--- src/rtl/spi_slave_gen.sv ---
// SPI slave frame engine: collects a W-bit command/payload frame on MOSI,
// tracks the read-address / read-data pairing, and serialises memory read
// data on MISO once the memory side supplies it.
//
// Handshake: tx_valid/tx_data is sampled only while a READ_DATA frame has been
// fully received and no shift-out has started yet; the first edge with
// tx_valid=1 in that window latches tx_data (an implicit ready), every other
// tx_valid is ignored. rx_valid is a one-cycle strobe with no back-pressure.
module spi_slave_gen #(
  parameter int MEM_DEPTH = 256,
  parameter bit LSB_FIRST = 1'b0
) (
  input  logic                           clk,
  input  logic                           rst_n,
  input  logic                           SS_n,
  input  logic                           MOSI,
  input  logic                           tx_valid,
  input  logic [$clog2(MEM_DEPTH)-1:0]   tx_data,
  output logic                           MISO,
  output logic                           rx_valid,
  output logic [$clog2(MEM_DEPTH)+1:0]   rx_data,
  output logic                           busy,
  output logic                           frame_err
);

  localparam int ADDR_SIZE = $clog2(MEM_DEPTH);
  localparam int W         = ADDR_SIZE + 2;
  localparam int CW        = $clog2(W + 1);
  localparam int TW        = $clog2(ADDR_SIZE + 1);

  localparam logic [CW-1:0] W_CNT    = CW'(W);
  localparam logic [CW-1:0] LAST_CNT = CW'(W - 1);
  localparam logic [TW-1:0] TX_LAST  = TW'(ADDR_SIZE - 1);

  typedef enum logic [2:0] {
    IDLE      = 3'd0,
    CHK_CMD   = 3'd1,
    WRITE     = 3'd2,
    READ_ADD  = 3'd3,
    READ_DATA = 3'd4
  } state_t;

  state_t                 state_q, state_d;
  logic [CW-1:0]          bit_cnt_q;
  logic [W-1:0]           rx_buf_q;
  logic [W-1:0]           rx_next;
  logic                   rd_addr_seen_q;
  logic [ADDR_SIZE-1:0]   tx_sh_q;
  logic [TW-1:0]          tx_cnt_q;
  logic                   shifting_q;
  logic                   tx_done_q;
  logic                   take_bit;
  logic                   tx_take;

  assign take_bit = !SS_n && (state_q != IDLE) && (bit_cnt_q != W_CNT);
  assign tx_take  = !SS_n && (state_q == READ_DATA) && (bit_cnt_q == W_CNT) &&
                    !shifting_q && !tx_done_q && tx_valid;
  assign busy     = (state_q != IDLE);
  assign MISO     = shifting_q & (LSB_FIRST ? tx_sh_q[0] : tx_sh_q[ADDR_SIZE-1]);

  // State register.
  always_ff @(posedge clk or negedge rst_n) begin
    if (!rst_n) state_q <= IDLE;
    else        state_q <= state_d;
  end

  // Next-state: SS_n high always ends the frame; the command bit picks the path.
  always_comb begin
    state_d = state_q;
    case (state_q)
      IDLE:    if (!SS_n) state_d = CHK_CMD;
      CHK_CMD: begin
        if (SS_n)                state_d = IDLE;
        else if (!MOSI)          state_d = WRITE;
        else if (rd_addr_seen_q) state_d = READ_DATA;
        else                     state_d = READ_ADD;
      end
      WRITE, READ_ADD, READ_DATA: if (SS_n) state_d = IDLE;
      default: state_d = IDLE;
    endcase
  end

  // Place the incoming bit: command bits fill the top, payload fills per bit order.
  always_comb begin
    int k;
    int idx;
    rx_next = rx_buf_q;
    k = int'(bit_cnt_q) + 1;
    if (k == 1)          idx = W - 1;
    else if (k == 2)     idx = W - 2;
    else if (LSB_FIRST)  idx = k - 3;
    else                 idx = W - k;
    for (int i = 0; i < W; i++) begin
      if (i == idx) rx_next[i] = MOSI;
    end
  end

  // Frame capture, read-pairing flag, shift-out and abort detection.
  always_ff @(posedge clk or negedge rst_n) begin
    if (!rst_n) begin
      bit_cnt_q      <= '0;
      rx_buf_q       <= '0;
      rx_data        <= '0;
      rx_valid       <= 1'b0;
      frame_err      <= 1'b0;
      rd_addr_seen_q <= 1'b0;
      tx_sh_q        <= '0;
      tx_cnt_q       <= '0;
      shifting_q     <= 1'b0;
      tx_done_q      <= 1'b0;
    end else begin
      rx_valid  <= 1'b0;
      frame_err <= 1'b0;
      if (SS_n) begin
        if (state_q != IDLE) begin
          frame_err <= (bit_cnt_q != W_CNT) || ((state_q == READ_DATA) && !tx_done_q);
        end
        bit_cnt_q  <= '0;
        rx_buf_q   <= '0;
        tx_sh_q    <= '0;
        tx_cnt_q   <= '0;
        shifting_q <= 1'b0;
        tx_done_q  <= 1'b0;
      end else begin
        if (take_bit) begin
          rx_buf_q  <= rx_next;
          bit_cnt_q <= bit_cnt_q + 1'b1;
          if (bit_cnt_q == LAST_CNT) begin
            rx_data  <= rx_next;
            rx_valid <= 1'b1;
            if (state_q == READ_ADD)  rd_addr_seen_q <= 1'b1;
            if (state_q == READ_DATA) rd_addr_seen_q <= 1'b0;
          end
        end
        if (tx_take) begin
          tx_sh_q    <= tx_data;
          tx_cnt_q   <= '0;
          shifting_q <= 1'b1;
        end else if (shifting_q) begin
          tx_sh_q  <= LSB_FIRST ? (tx_sh_q >> 1) : (tx_sh_q << 1);
          tx_cnt_q <= tx_cnt_q + 1'b1;
          if (tx_cnt_q == TX_LAST) begin
            shifting_q <= 1'b0;
            tx_done_q  <= 1'b1;
          end
        end
      end
    end
  end

endmodule

--- config.mk ---
export PLATFORM = sky130hd
export DESIGN_NAME = spi_slave_gen
export DESIGN_NICKNAME = d
export VERILOG_FILES = /design/src/rtl/spi_slave_gen.sv
export SDC_FILE = /design/constraint.sdc
export NUM_CORES = 1
export LEC_CHECK = 0
export BUFFER_PORTS_ARGS = -buffer_cell sky130_fd_sc_hd__buf_2
export CAP_MARGIN = 20
export CORE_ASPECT_RATIO = 0.8
export CORE_UTILIZATION = 45
export DETAILED_ROUTE_END_ITERATION = 8
export GPL_TIMING_DRIVEN = 0
export HOLD_SLACK_MARGIN = 0.06
export PLACE_DENSITY_LB_ADDON = 0.15
export SLEW_MARGIN = 20
export SYNTH_ARGS = -nofsm -noshare
export SYNTH_HDL_FRONTEND = slang
export SYNTH_SLANG_ARGS = --single-unit
--- constraint.sdc ---
create_clock -name clk -period 2.6 [get_ports clk]
set_clock_uncertainty 0.15 [all_clocks]
set_input_delay 0.13 -clock clk [delete_from_list [all_inputs] [get_ports clk]]
set_output_delay 0.13 -clock clk [all_outputs]
set_load 0.005 [all_outputs]
## After elaboration in Yosys (flattened, before gate mapping)

Cells that the tools add are included.
W data, S select, Z words.

| operators by class | value |
|---|---|
| $add $sub $neg | 4 |
| multipliers | 0 |
| div/mod/pow operators | 0 |
| order comparisons | 0 |
| eq/ne operators | 22 |
| shift operators | 0 |
| muxes and demuxes | 43 |
| bitwise logic cells | 2 |
| reductions and logical operators | 25 |

Operator list:

| operator | number |
|---|---|
| $eq A4 B32 Y1 const A | 4 |
| $eq A3 B32 Y1 const A | 2 |
| $eq A5 B32 Y1 const A | 2 |
| $mux W32 | 2 |
| $eq A2 B32 Y1 const A | 1 |
| $logic_not A32 Y1 | 1 |
| $mux W1 | 25 |
| $mux W8 | 3 |
| $mux W10 | 2 |
| $mux W4 | 5 |
| $mux W3 | 5 |
| $pmux W3 S3 | 1 |
| $add A4 B1 Y4 const B | 2 |
| $eq A4 B4 Y1 const B | 2 |
| $logic_and A1 B1 Y1 | 8 |
| $reduce_bool A2 Y1 | 4 |
| $eq A3 B2 Y1 const B | 2 |
| $ne A2 B2 Y1 const B | 3 |
| $reduce_and A3 Y1 | 2 |
| $reduce_bool A3 Y1 | 2 |
| $sub A4 B5 Y6 const A | 1 |
| $add A4 B1 Y5 const B | 1 |
| $eq A5 B1 Y1 const B | 1 |
| $eq A5 B2 Y1 const B | 1 |
| other kinds (12) | 14 |

| storage, ports and cells | value |
|---|---|
| bits in registers | 44 |
| latch bits | 0 |
| bits in writable memories | 0 |
| bits in read-only memories | 0 |
| bits of input ports | 13 |
| output and inout bits | 14 |
| word-level logic and storage cells | 107 |
| memories kept | 0 |

## Logic depth before layout (Yosys ltp)

| logic depth | value |
|---|---|
| word-level depth | 8 |
| depth in mapped cells | 9 |
| gate-level depth less buffers | 8 |

## Least setup slack after synthesis

No wires, ideal clock.

| path | value |
|---|---|
| kind | register -> register |
| start | reg bit_cnt_q[0] |
| end | reg rx_buf_q[0] |
| setup time | 0.128 ns |
| data arrival time | 2.003 ns |
| required time | 2.322 ns |
| path slack | 0.318 ns |
| stages on the path, launching flop included | 10 |
| buffers on the path | 1 |
| clock period less this slack | 2.282 ns |
| path through | dfrtp_1 inv_1 ha_1 clkbuf_2 nor4b_1 nand2_1 mux2_2 o21ai_4 nand4_1 mux2i_1 |

| between the ends | value |
|---|---|
| cells in the longest elaborated chain, start to end | 8 |
| elaborated cells between the ends (all ways) | 13 |

Ends and longest elaborated chain:

| what | line | source |
|---|---|---|
| start: declaration | 44 | `logic [CW-1:0] bit_cnt_q;` |
| start signal: assignment | 127 | `bit_cnt_q <= bit_cnt_q + 1'b1;` |
| $add A4 B1 Y5 | 88 | `k = int'(bit_cnt_q) + 1;` |
| $sub A4 B5 Y6 / $eq A5 B2 Y1 (equally long branches) | 92, 90 |  |
| $mux W32 | 90 | `else if (k == 2) idx = W - 2;` |
| $mux W32 | 89 | `if (k == 1) idx = W - 1;` |
| $logic_not A32 Y1 | 94 | `if (i == idx) rx_next[i] = MOSI;` |
| $mux W1 | 94 |  |
| $mux W10 | 125 | `if (take_bit) begin` |
| $mux W10 | 114 | `if (SS_n) begin` |
| end signal: assignment | 126 | `rx_buf_q <= rx_next;` |
| end: declaration | 45 | `logic [W-1:0] rx_buf_q;` |

Parallel ways exist; a longest one is shown, timed or not. The select of a mux whose other input is x is not followed.
A chain may end at the register's enable or synchronous reset.

## Worst setup path in the final report

| path | value |
|---|---|
| start | reg bit_cnt_q[0] |
| end | reg rx_buf_q[2] |

| between the ends | value |
|---|---|
| cells in the longest elaborated chain, start to end | 8 |
| elaborated cells between the ends (all ways) | 13 |

Ends and longest elaborated chain:

| what | line |
|---|---|
| $add A4 B1 Y5 | 88 |
| $sub A4 B5 Y6 / $eq A5 B2 Y1 (equally long branches) | 92, 90 |
| $mux W32 | 90 |
| $mux W32 | 89 |
| $eq A3 B32 Y1 | 94 |
| $mux W1 | 94 |
| $mux W10 | 125 |
| $mux W10 | 114 |

Parallel ways exist; a longest one is shown, timed or not. The select of a mux whose other input is x is not followed.

==> results.py <==
metrics = {
    "worst_hold_path": {
        "worst_hold_path_type": "input pin to flop",
    },
    "floorplanning": {
        "initial_utilization": 0.477,
        "die_area_um2": 5700,
        "die_h_um": 67.7,
        "io_pins": 27,
        "core_um2": 5090,
        "die_w_um": 84.2,
        "rows": 23,
    },
    "synth": {
        "synth_area_per_cell_um2": 9.88,
        "synth_area_leaders": "dfrtp_1, mux2i_1, nand2_1",
        "synth.distinct_cells": 45,
        "synth_seq_cells": 44,
        "ys.flop_type": "dfrtp_1",
        "synth_enable_flop_cells": 0,
        "netlist_area_um2": 2430,
        "synth_warnings": 0,
        "synth_nets": 266,
        "synthCells": 246,
        "synth_top_cell_area_share": 0.453,
        "synth_top_cell_by_area": "dfrtp_1",
        "async_flop_share": 1.00,
        "seq_area_frac_synth": 0.453,
    },
    "placed_design": {
        "portBuffers": 26,
        "dp_hpwl_um": 3480,
        "gp_congestion": 0.830,
        "dpl_cell_area_um2": 2640,
        "dpl.cell_count": 334,
    },
    "drt": {
        "routed_wl_um": 5140,
        "via_per_inst": 5.35,
        "wire_per_inst_um": 14.5,
        "drtIter0Drc": 115,
        "post-route-drc-count": 6,
        "first_pass_iters": 6,
        "ant_nets": 0,
        "num_vias": 1899,
    },
    "clock_tree": {
        "cts_tree": "done",
        "clock_latency_ns": 0.30,
        "root_buffer": "clkbuf_8",
        "clock_sinks": 44,
        "cts_buffers": 5,
        "path_clk_slew_ns": 0.08,
        "h-tree-depth": 2,
        "cts_buffer_depth": 2,
    },
    "grt": {
        "grt_max_degree": 45,
        "grt.overflow.total": 0,
        "grt_pass1_vias": 1687,
        "grtUsageTotal": 0.198,
        "antenna_found_initial": 0,
        "grt_first_pass_wirelength_um": 8490,
    },
    "run_status": {
        "status": "finished, violations left",
        "violations": "design-rule violations",
    },
    "pwr": {
        "irDropWorstVdd_mv": 0.413,
        "total_leakage_power_nw": 1.38,
        "p_total_mw": 1.64,
        "p_per_area_nw_per_um2": 568,
    },
    "setup_path": {
        "endpoint_kind": "flop",
        "startpoint_type": "flop",
        "crit_type": "flop to flop",
        "crit_fanout": 8,
        "crit_required_ns": 2.62,
        "arrival_ns": 2.41,
    },
    "sta": {
        "setup-violations-final": 0,
        "drv_slew": 0,
        "whs_ns": 0.0870,
        "tightest_slew_ns": 0.686,
        "slew_headroom": 0.543,
        "fmax_ghz": 0.418,
        "rsz0062_at_grt": "no",
        "post-route-period-util": 0.921,
        "min_period_ns": 2.39,
        "hold_violations": 0,
    },
    "cells_and_area": {
        "finish.instance_area_um2": 2890,
        "syn_to_final_growth_pct": 18.8,
        "instances_no_fill": 355,
        "fill_cells": 475,
        "drive_gt1_frac": 0.229,
        "final_nets": 312,
        "final_util": 0.567,
        "n_antenna_cell": 0,
    },
    "run": {
        "cap_violations": 0,
    },
}
## cell type report
class | count | area [um^2] | area share
plain buffers | 15 | 105 | 0.0364
clock buffers | 6 | 72.6 | 0.0251
clock inverters | 2 | 35.0 | 0.0121
inverters | 10 | 37.5 | 0.0130
multi-input cells | 178 | 1210 | 0.419
flip-flops and latches | 44 | 1100 | 0.382
well taps | 62 | 77.6 | 0.0269
repair buffers | 38 | 245 | 0.0850
## state kept, by name, summed over array words and instances, names as in the netlist
name / flops
tx_sh_q: 8
rd_addr_seen_q: 1
tx_cnt_q: 4
bit_cnt_q: 4
rx_buf_q: 10
rx_data: 10
state_q: 3
frame_err: 1
tx_done_q: 1
shifting_q: 1
rx_valid: 1
## worst paths after layout
check                             start           end  slack, ns  cells after the start
max                        bit_cnt_q[0]   rx_buf_q[2]       0.21                      9
max reg2reg                bit_cnt_q[0]   rx_buf_q[2]       0.21                      9
min                                MOSI    state_q[2]       0.09                      4
min reg2reg                  rx_data[4]    rx_data[4]       0.32                      2
min in group asynchronous         rst_n    state_q[0]       0.21                      2
max in group asynchronous         rst_n  bit_cnt_q[0]       1.66                      2
## cell usage in the layout, fill, tap and decap left out, types with 8 or more instances in the layout
cell type / instances
nor2_1: 28
nand3_1: 8
nand2_1: 30
dlygate4sd3_1: 9
dfrtp_1: 42
inv_1: 9
buf_2: 26
o21ai_0: 13
mux2i_1: 20
## Yosys cell counts (2+ instances only)
master	number
a211oi_2	7
a21o_1	2
a21oi_1	7
a31o_2	2
a41oi_1	2
and3_1	2
buf_1	2
buf_4	2
buf_6	3
clkbuf_1	5
dfrtp_1	44
ha_1	7
inv_1	9
mux2_2	2
mux2i_1	20
nand2_1	30
nand2b_1	6
nand3_1	8
nand3b_1	5
nand4_1	6
nor2_1	28
nor3_1	6
o21ai_0	13
xnor2_1	4
xor2_1	4
## routing by layer
| metal | track usage | vias up | part of all wire |
|---|---|---|---|
| met4 | 0.0711 | 0 | 0.011 |
| met2 | 0.287 | 30 | 0.44 |
| li1 | - | 941 | - |
| met1 | 0.290 | 921 | 0.51 |
| met3 | 0.0440 | 7 | 0.032 |
| met5 | 0 | - | 0 |
## through the flow
stage / TNS [ns] / setup slack, ns
after floorplan: 0 / 0.318
after global placement: 0 / 0.0407
after detailed placement: -0.00348 / -0.00348
after CTS: 0 / 0.0749
after global routing: 0 / 0.0375
final: 0 / 0.206
## critical path, stage by stage (launching register included)
cell      delay (ns)
dfrtp_2         0.44
inv_1           0.11
ha_1            0.20
clkbuf_2        0.19
nor4b_4         0.25
nand2_1         0.08
mux2_2          0.31
o21ai_4         0.22
nand4_1         0.15
mux2i_1         0.15
## power by group
group          switching (mW)  total, mW  internal [mW]
registers              0.0280      0.739          0.711
logic                   0.223      0.384          0.161
clock network           0.232      0.517          0.285
## cells by family after synthesis
logic type,after synthesis,synth area share
compound gates,39,0.123
xor+xnor,9,0.0355
fa+ha+maj,7,0.0360
buf+inv,25,0.0587
flops,44,0.453
mux,22,0.0917
simple gates,100,0.202
## repair_timing
| action | in CTS | in global routing |
|---|---|---|
| endpoints found under the hold margin | 52 | 0 |
| hold buffers | 9 | 0 |
| gates resized for setup | 1 | 3 |
| cloned | 0 | 1 |
| endpoints found under the setup margin | 5 | 6 |
| pin swaps | 0 | 1 |
| setup buffers | 0 | 3 |
Note: power is estimated with default switching activity, not from simulation.
